### config.mk
export PLATFORM = sky130hd
export DESIGN_NAME = sipo_tge_flat
export DESIGN_NICKNAME = d
export VERILOG_FILES = /design/src/rtl/sipo_tge_if.sv /design/src/rtl/sipo_tge.sv /design/src/flat_wrapper.sv
export SDC_FILE = /design/constraint.sdc
export NUM_CORES = 2
export LEC_CHECK = 0
export BUFFER_PORTS_ARGS = -buffer_cell sky130_fd_sc_hd__buf_2
export CAP_MARGIN = 20
export CORE_ASPECT_RATIO = 0.7
export CORE_MARGIN = 5
export CORE_UTILIZATION = 45
export DETAILED_ROUTE_END_ITERATION = 8
export PLACE_DENSITY = 0.72
export SYNTH_ARGS = -nofsm -noshare
export SYNTH_HDL_FRONTEND = slang
export SYNTH_SLANG_ARGS = --single-unit
### constraint.sdc
create_clock -name clk -period 84.1 [get_ports clk]
set_clock_uncertainty 0.2 [all_clocks]
set_input_delay 8.41 -clock clk [delete_from_list [all_inputs] [get_ports clk]]
set_output_delay 8.41 -clock clk [all_outputs]
set_load 0.01 [all_outputs]
### src/rtl/sipo_tge_if.sv
// Beat stream and FIFO-write bundle for sipo_tge. The i_sync member exists only
// when SIPO_TGE_SYNC_EN is defined. "slave" is the packer's view of the bundle.
interface sipo_tge_if #(
  parameter int INPUT_SIZE  = 64,
  parameter int OUTPUT_SIZE = 1024
);
  logic [INPUT_SIZE-1:0]  i_serial;
  logic                   i_valid;
`ifdef SIPO_TGE_SYNC_EN
  logic                   i_sync;
`endif
  logic                   fifo_full;
  logic                   fifo_we;
  logic [OUTPUT_SIZE-1:0] o_parallel;
  logic                   overflow;
  logic [15:0]            drop_count;

`ifdef SIPO_TGE_SYNC_EN
  modport master (output i_serial, i_valid, i_sync, fifo_full,
                  input  fifo_we, o_parallel, overflow, drop_count);
  modport slave  (input  i_serial, i_valid, i_sync, fifo_full,
                  output fifo_we, o_parallel, overflow, drop_count);
`else
  modport master (output i_serial, i_valid, fifo_full,
                  input  fifo_we, o_parallel, overflow, drop_count);
  modport slave  (input  i_serial, i_valid, fifo_full,
                  output fifo_we, o_parallel, overflow, drop_count);
`endif
endinterface

### src/rtl/sipo_tge.sv
// Serial-to-parallel packer: INPUT_SIZE-bit beats into OUTPUT_SIZE-bit FIFO words,
// double-buffered, dropping and counting whole words on backpressure. Option: SIPO_TGE_SYNC_EN.
module sipo_tge #(
  parameter int INPUT_SIZE  = 64,
  parameter int OUTPUT_SIZE = 1024
) (
  input logic       clk,
  input logic       rst,
  input logic       ce,
  sipo_tge_if.slave bus
);
  localparam int BEATS = OUTPUT_SIZE / INPUT_SIZE;
  localparam int CNT_W = (BEATS > 1) ? $clog2(BEATS) : 1;
  localparam logic [CNT_W-1:0] LAST = CNT_W'(BEATS - 1);

  typedef enum logic {S_EMPTY = 1'b0, S_PENDING = 1'b1} state_t;

  state_t                 r_state;
  state_t                 w_state_nxt;
  logic [CNT_W-1:0]       r_cnt;
  logic [CNT_W-1:0]       w_idx;
  logic [CNT_W-1:0]       w_cnt_nxt;
  logic [OUTPUT_SIZE-1:0] r_asm;
  logic [OUTPUT_SIZE-1:0] r_hold;
  logic [OUTPUT_SIZE-1:0] w_word;
  logic                   r_overflow;
  logic [15:0]            r_drop_count;
  logic                   w_accept;
  logic                   w_sync;
  logic                   w_complete;
  logic                   w_we;
  logic                   w_drop;

`ifdef SIPO_TGE_SYNC_EN
  assign w_sync = ce & bus.i_sync;
`else
  assign w_sync = 1'b0;
`endif

  // A sync beat is always slot 0 of a fresh word.
  assign w_accept   = ce & bus.i_valid;
  assign w_idx      = w_sync ? {CNT_W{1'b0}} : r_cnt;
  assign w_complete = w_accept && (w_idx == LAST);
  assign w_drop     = w_complete && (r_state == S_PENDING) && !w_we;

  // Assembly contents including the beat presented this cycle
  always_comb begin
    w_word = w_sync ? {OUTPUT_SIZE{1'b0}} : r_asm;
    w_word[int'(w_idx)*INPUT_SIZE +: INPUT_SIZE] = bus.i_serial;
  end

  // Beat counter next value
  always_comb begin
    if (w_complete) begin
      w_cnt_nxt = {CNT_W{1'b0}};
    end else if (w_accept) begin
      w_cnt_nxt = w_idx + CNT_W'(1);
    end else if (w_sync) begin
      w_cnt_nxt = {CNT_W{1'b0}};
    end else begin
      w_cnt_nxt = r_cnt;
    end
  end

  // Framing counter and assembly register
  always_ff @(posedge clk or posedge rst) begin
    if (rst) begin
      r_cnt <= {CNT_W{1'b0}};
      r_asm <= {OUTPUT_SIZE{1'b0}};
    end else begin
      r_cnt <= w_cnt_nxt;
      if (w_complete || (w_sync && !w_accept)) begin
        r_asm <= {OUTPUT_SIZE{1'b0}};
      end else if (w_accept) begin
        r_asm <= w_word;
      end else begin
        r_asm <= r_asm;
      end
    end
  end

  // Holding-register FSM state
  always_ff @(posedge clk or posedge rst) begin
    if (rst) begin
      r_state <= S_EMPTY;
    end else begin
      r_state <= w_state_nxt;
    end
  end

  // Holding-register FSM next state
  always_comb begin
    case (r_state)
      S_EMPTY:   w_state_nxt = w_complete ? S_PENDING : S_EMPTY;
      S_PENDING: w_state_nxt = (w_we && !w_complete) ? S_EMPTY : S_PENDING;
      default:   w_state_nxt = S_EMPTY;
    endcase
  end

  // Holding-register FSM output
  always_comb begin
    case (r_state)
      S_PENDING: w_we = ce && !bus.fifo_full;
      S_EMPTY:   w_we = 1'b0;
      default:   w_we = 1'b0;
    endcase
  end

  // Holding register, drop pulse and saturating drop counter
  always_ff @(posedge clk or posedge rst) begin
    if (rst) begin
      r_hold       <= {OUTPUT_SIZE{1'b0}};
      r_overflow   <= 1'b0;
      r_drop_count <= 16'h0000;
    end else begin
      if (w_complete && ((r_state == S_EMPTY) || w_we)) begin
        r_hold <= w_word;
      end else begin
        r_hold <= r_hold;
      end
      r_overflow <= w_drop;
      if (w_drop && (r_drop_count != 16'hFFFF)) begin
        r_drop_count <= r_drop_count + 16'd1;
      end else begin
        r_drop_count <= r_drop_count;
      end
    end
  end

  assign bus.fifo_we    = w_we;
  assign bus.o_parallel = r_hold;
  assign bus.overflow   = r_overflow;
  assign bus.drop_count = r_drop_count;
endmodule

### src/flat_wrapper.sv
// flat-port wrapper written by rule: the top's interface ports become plain ports
module sipo_tge_flat 
#(
  parameter int INPUT_SIZE  = 64,
  parameter int OUTPUT_SIZE = 1024
)
  (clk, rst, ce, bus_i_serial, bus_i_valid, bus_fifo_full, bus_fifo_we, bus_o_parallel, bus_overflow, bus_drop_count);
  sipo_tge_if #(.INPUT_SIZE(INPUT_SIZE), .OUTPUT_SIZE(OUTPUT_SIZE)) bus_i ();
  input logic clk;
  input logic rst;
  input logic ce;
  input wire logic [$bits(bus_i.i_serial)-1:0] bus_i_serial;
  input wire logic [$bits(bus_i.i_valid)-1:0] bus_i_valid;
  input wire logic [$bits(bus_i.fifo_full)-1:0] bus_fifo_full;
  output wire logic [$bits(bus_i.fifo_we)-1:0] bus_fifo_we;
  output wire logic [$bits(bus_i.o_parallel)-1:0] bus_o_parallel;
  output wire logic [$bits(bus_i.overflow)-1:0] bus_overflow;
  output wire logic [$bits(bus_i.drop_count)-1:0] bus_drop_count;
  assign bus_i.i_serial = bus_i_serial;
  assign bus_i.i_valid = bus_i_valid;
  assign bus_i.fifo_full = bus_fifo_full;
  assign bus_fifo_we = bus_i.fifo_we;
  assign bus_o_parallel = bus_i.o_parallel;
  assign bus_overflow = bus_i.overflow;
  assign bus_drop_count = bus_i.drop_count;
  sipo_tge #(.INPUT_SIZE(INPUT_SIZE), .OUTPUT_SIZE(OUTPUT_SIZE)) u_core (.clk(clk), .rst(rst), .ce(ce), .bus(bus_i));
endmodule
==> results.tsv <==
metric	value	unit
Final Cycle Share	20.8	%
syn_nets	8276	
number of antenna diodes	0	
CP Cell Sequence	buf_2 > inv_1 > nor3b_1 > buf_2	
Crit path max-delay family	buffers and inverters	
Distinct cells, synth	56	
clock buffer depth	4	
DRT Pass-1 Iters	8	
CP required	75.49	ns
Synth Instances	8203	
Buf/Inv on CP	3	
DRC viols	0	
Slew headroom	16.2	%
Worst Path Max Fanout	5	
via/cell ratio	6.22	
Hold WS	0.270	ns
Post-synth EDFFs	0	
Final Power	3.27	mW
Worst-Skew Late Latency	0.82	ns
Placer Congestion	0.867	
Die W	533	um
CTS Hold Bufs	0	
Crit. End Element	primary output	
PD cells	33.2	nW/um2
number of antenna-violating nets in the routed design	0	
final setup vio count	0	
worst reg2reg setup slack	78.05	ns
fraction of layout cells with a size suffix above 1	18.2	%
buffers added on ports	1110	
Synth Flop Type	dfrtp_1	
max-cap viol count	0	
Seq/Total Area, Yosys	60.2	%
Synth warnings	0	
die height	376	um
most frequent cells in the layout	dfrtp_1 (2070), nand2_1 (1394), buf_2 (1110)	
maximum number of pins on one net before global-route repair	276	
vias in the first global route	68375	
GRT Util Overall	30.0	%
Max VDD drop	0.0264	mV
FF-to-FF Start	u_core.r_cnt[2]	
crit path from	ce	
max frequency	57.0	MHz
slowest CP cell	nor3b_1	
type of the worst min-delay path	flop to flop	
setup bufs post-CTS	0	
Routed WL per cell	27.3	um
Routed WL	311000	um
DPL Wire Length	193000	um
global-route wire length before repair	459000	um
Reg clk slew, reported paths	0.06	ns
Rows	134	
CORE AREA	190000	um2
CTS tree	done	
die area	200000	um2
Worst path most repeated cell	buf_2	
clock sink count	2070	
area growth from synthesis to layout	14.7	%
DRT iter0 DRCs	8820	
initial antenna violation count	7	
commonest non-fill, non-tap cell in the layout	dfrtp_1	
Final Hold Fails	0	
root buf cell	clkbuf_16	
critical path class	input port to primary output	
final critical-path required period	17.53	ns
status	completed	
H-tree Lvls	4	
Final TNS setup	0	ns
post-synthesis async set-or-reset flop share	100	%
post-synthesis register bit count	2070	
RSZ-0062 raised after global routing	no	
boundary pin count	1111	
PostCTS Resize Cnt	0	
mean post-synth cell area	10.5	um2
pin slew with the least headroom to its limit	1.26	ns
min-delay src	u_core.bus.o_parallel[314]	
Mapped Area	86000	um2
via count	70859	
NumNets Final	8806	
Starting Density	45.2	%
critical path arrival	8.92	ns
Final Max Tran Viols	0	
CTS Buf Count	200	
Pleak	47.1	nW
critical path launch point type	input port	
Slowest Stage Delay on Critical Path	0.17	ns
GRT Residual Overflow	0	
per-stage QoR:
| stage | utilization, % | cells | setup slack, ns | cell area, um2 |
|---|---|---|---|---|
| 5_1_grt | 51.8 | 11392 | 66.52 | 98700 |
| 4_1_cts | 51.8 | 11387 | 66.57 | 98600 |
| 6_report | 51.8 | 11392 | 66.57 | 98700 |
| 2_1_floorplan | - | 8203 | 17.02 | 86000 |
| 3_5_place_dp | 48.3 | 11042 | 66.58 | 92000 |
| 3_3_place_gp | 48.3 | 11040 | 66.44 | 92000 |
area by class of cell:
class                      count  area [um2]
sequential                  2070       51800
multi-input combinational   5231       30500
fill                       16540       91700
inverter                       8        37.5
timing repair buffer        1222        6650
clock buffer                 278        5780
tap                         2516        3150
clock inverter                67         776
worst paths after layout:
check                                        endpoint  cells past startpoint
setup / recovery                          bus_fifo_we                      4
hold / removal             u_core.bus.o_parallel[314]                      2
max in group asynchronous           u_core.r_asm[466]                      7
min in group asynchronous           u_core.r_asm[376]                      2
hold reg to reg            u_core.bus.o_parallel[314]                      2
setup reg to reg           u_core.bus.o_parallel[531]                      8
metal layers:
metal	vias to the layer above	wire, um	GRT usage, %
li1	29919	-	-
met1	35922	124000	41.4
met2	4262	134000	43.7
met3	754	36600	9.21
met4	2	16600	13.4
met5	-	9	0
logic make-up after synthesis:
logic type	Yosys count	share of synthesized area (%)
AOI/OAI and AO/OA	2137	17.2
muxes	387	4.50
and+or+nand+nor	2686	13.1
buffers and inverters	902	4.74
adders and majority gates	4	0.0582
xor gates and xnor gates	17	0.190
DFF	2070	60.2
tightest hold or removal path: stages (launching register included):
cell and delay, ns:
dfrtp_1 0.33, nand2_1 0.04, o21ai_0 0.05
synthesized netlist by cell type (all sizes together) (7+ instances only):
cell,count,share of area [%]
a21oi,130,0.76
a22o,487,5.0
a31oi,448,3.3
a32o,89,1.0
and3,7,0.051
buf,401,2.6
clkbuf,493,2.2
dfrtp,2070,60
inv,8,0.035
mux2i,385,4.5
nand2,1398,6.1
nand3,565,3.3
nand4,10,0.073
nor2,572,2.5
nor3,40,0.27
o21ai,655,3.9
o2bb2ai,318,3.2
or3,65,0.47
xnor2,8,0.090
xor2,9,0.10
flip-flops by register name, summed over array words and instances (netlist names):
register / flops
u_core.bus.o_parallel: 1024
u_core.r_asm: 1024
u_core.bus.drop_count: 16
u_core.r_cnt: 4
u_core.bus.overflow: 1
u_core.r_state: 1
power breakdown:
| group | switching (mW) | internal (mW) | leakage (nW) |
|---|---|---|---|
| Sequential | 0.196 | 1.27 | 28.5 |
| Combinational | 0.555 | 0.338 | 15.4 |
| Clock | 0.396 | 0.522 | 3.24 |
| Total | 1.15 | 2.13 | 47.1 |
Note: power is estimated with default switching activity, not from simulation.
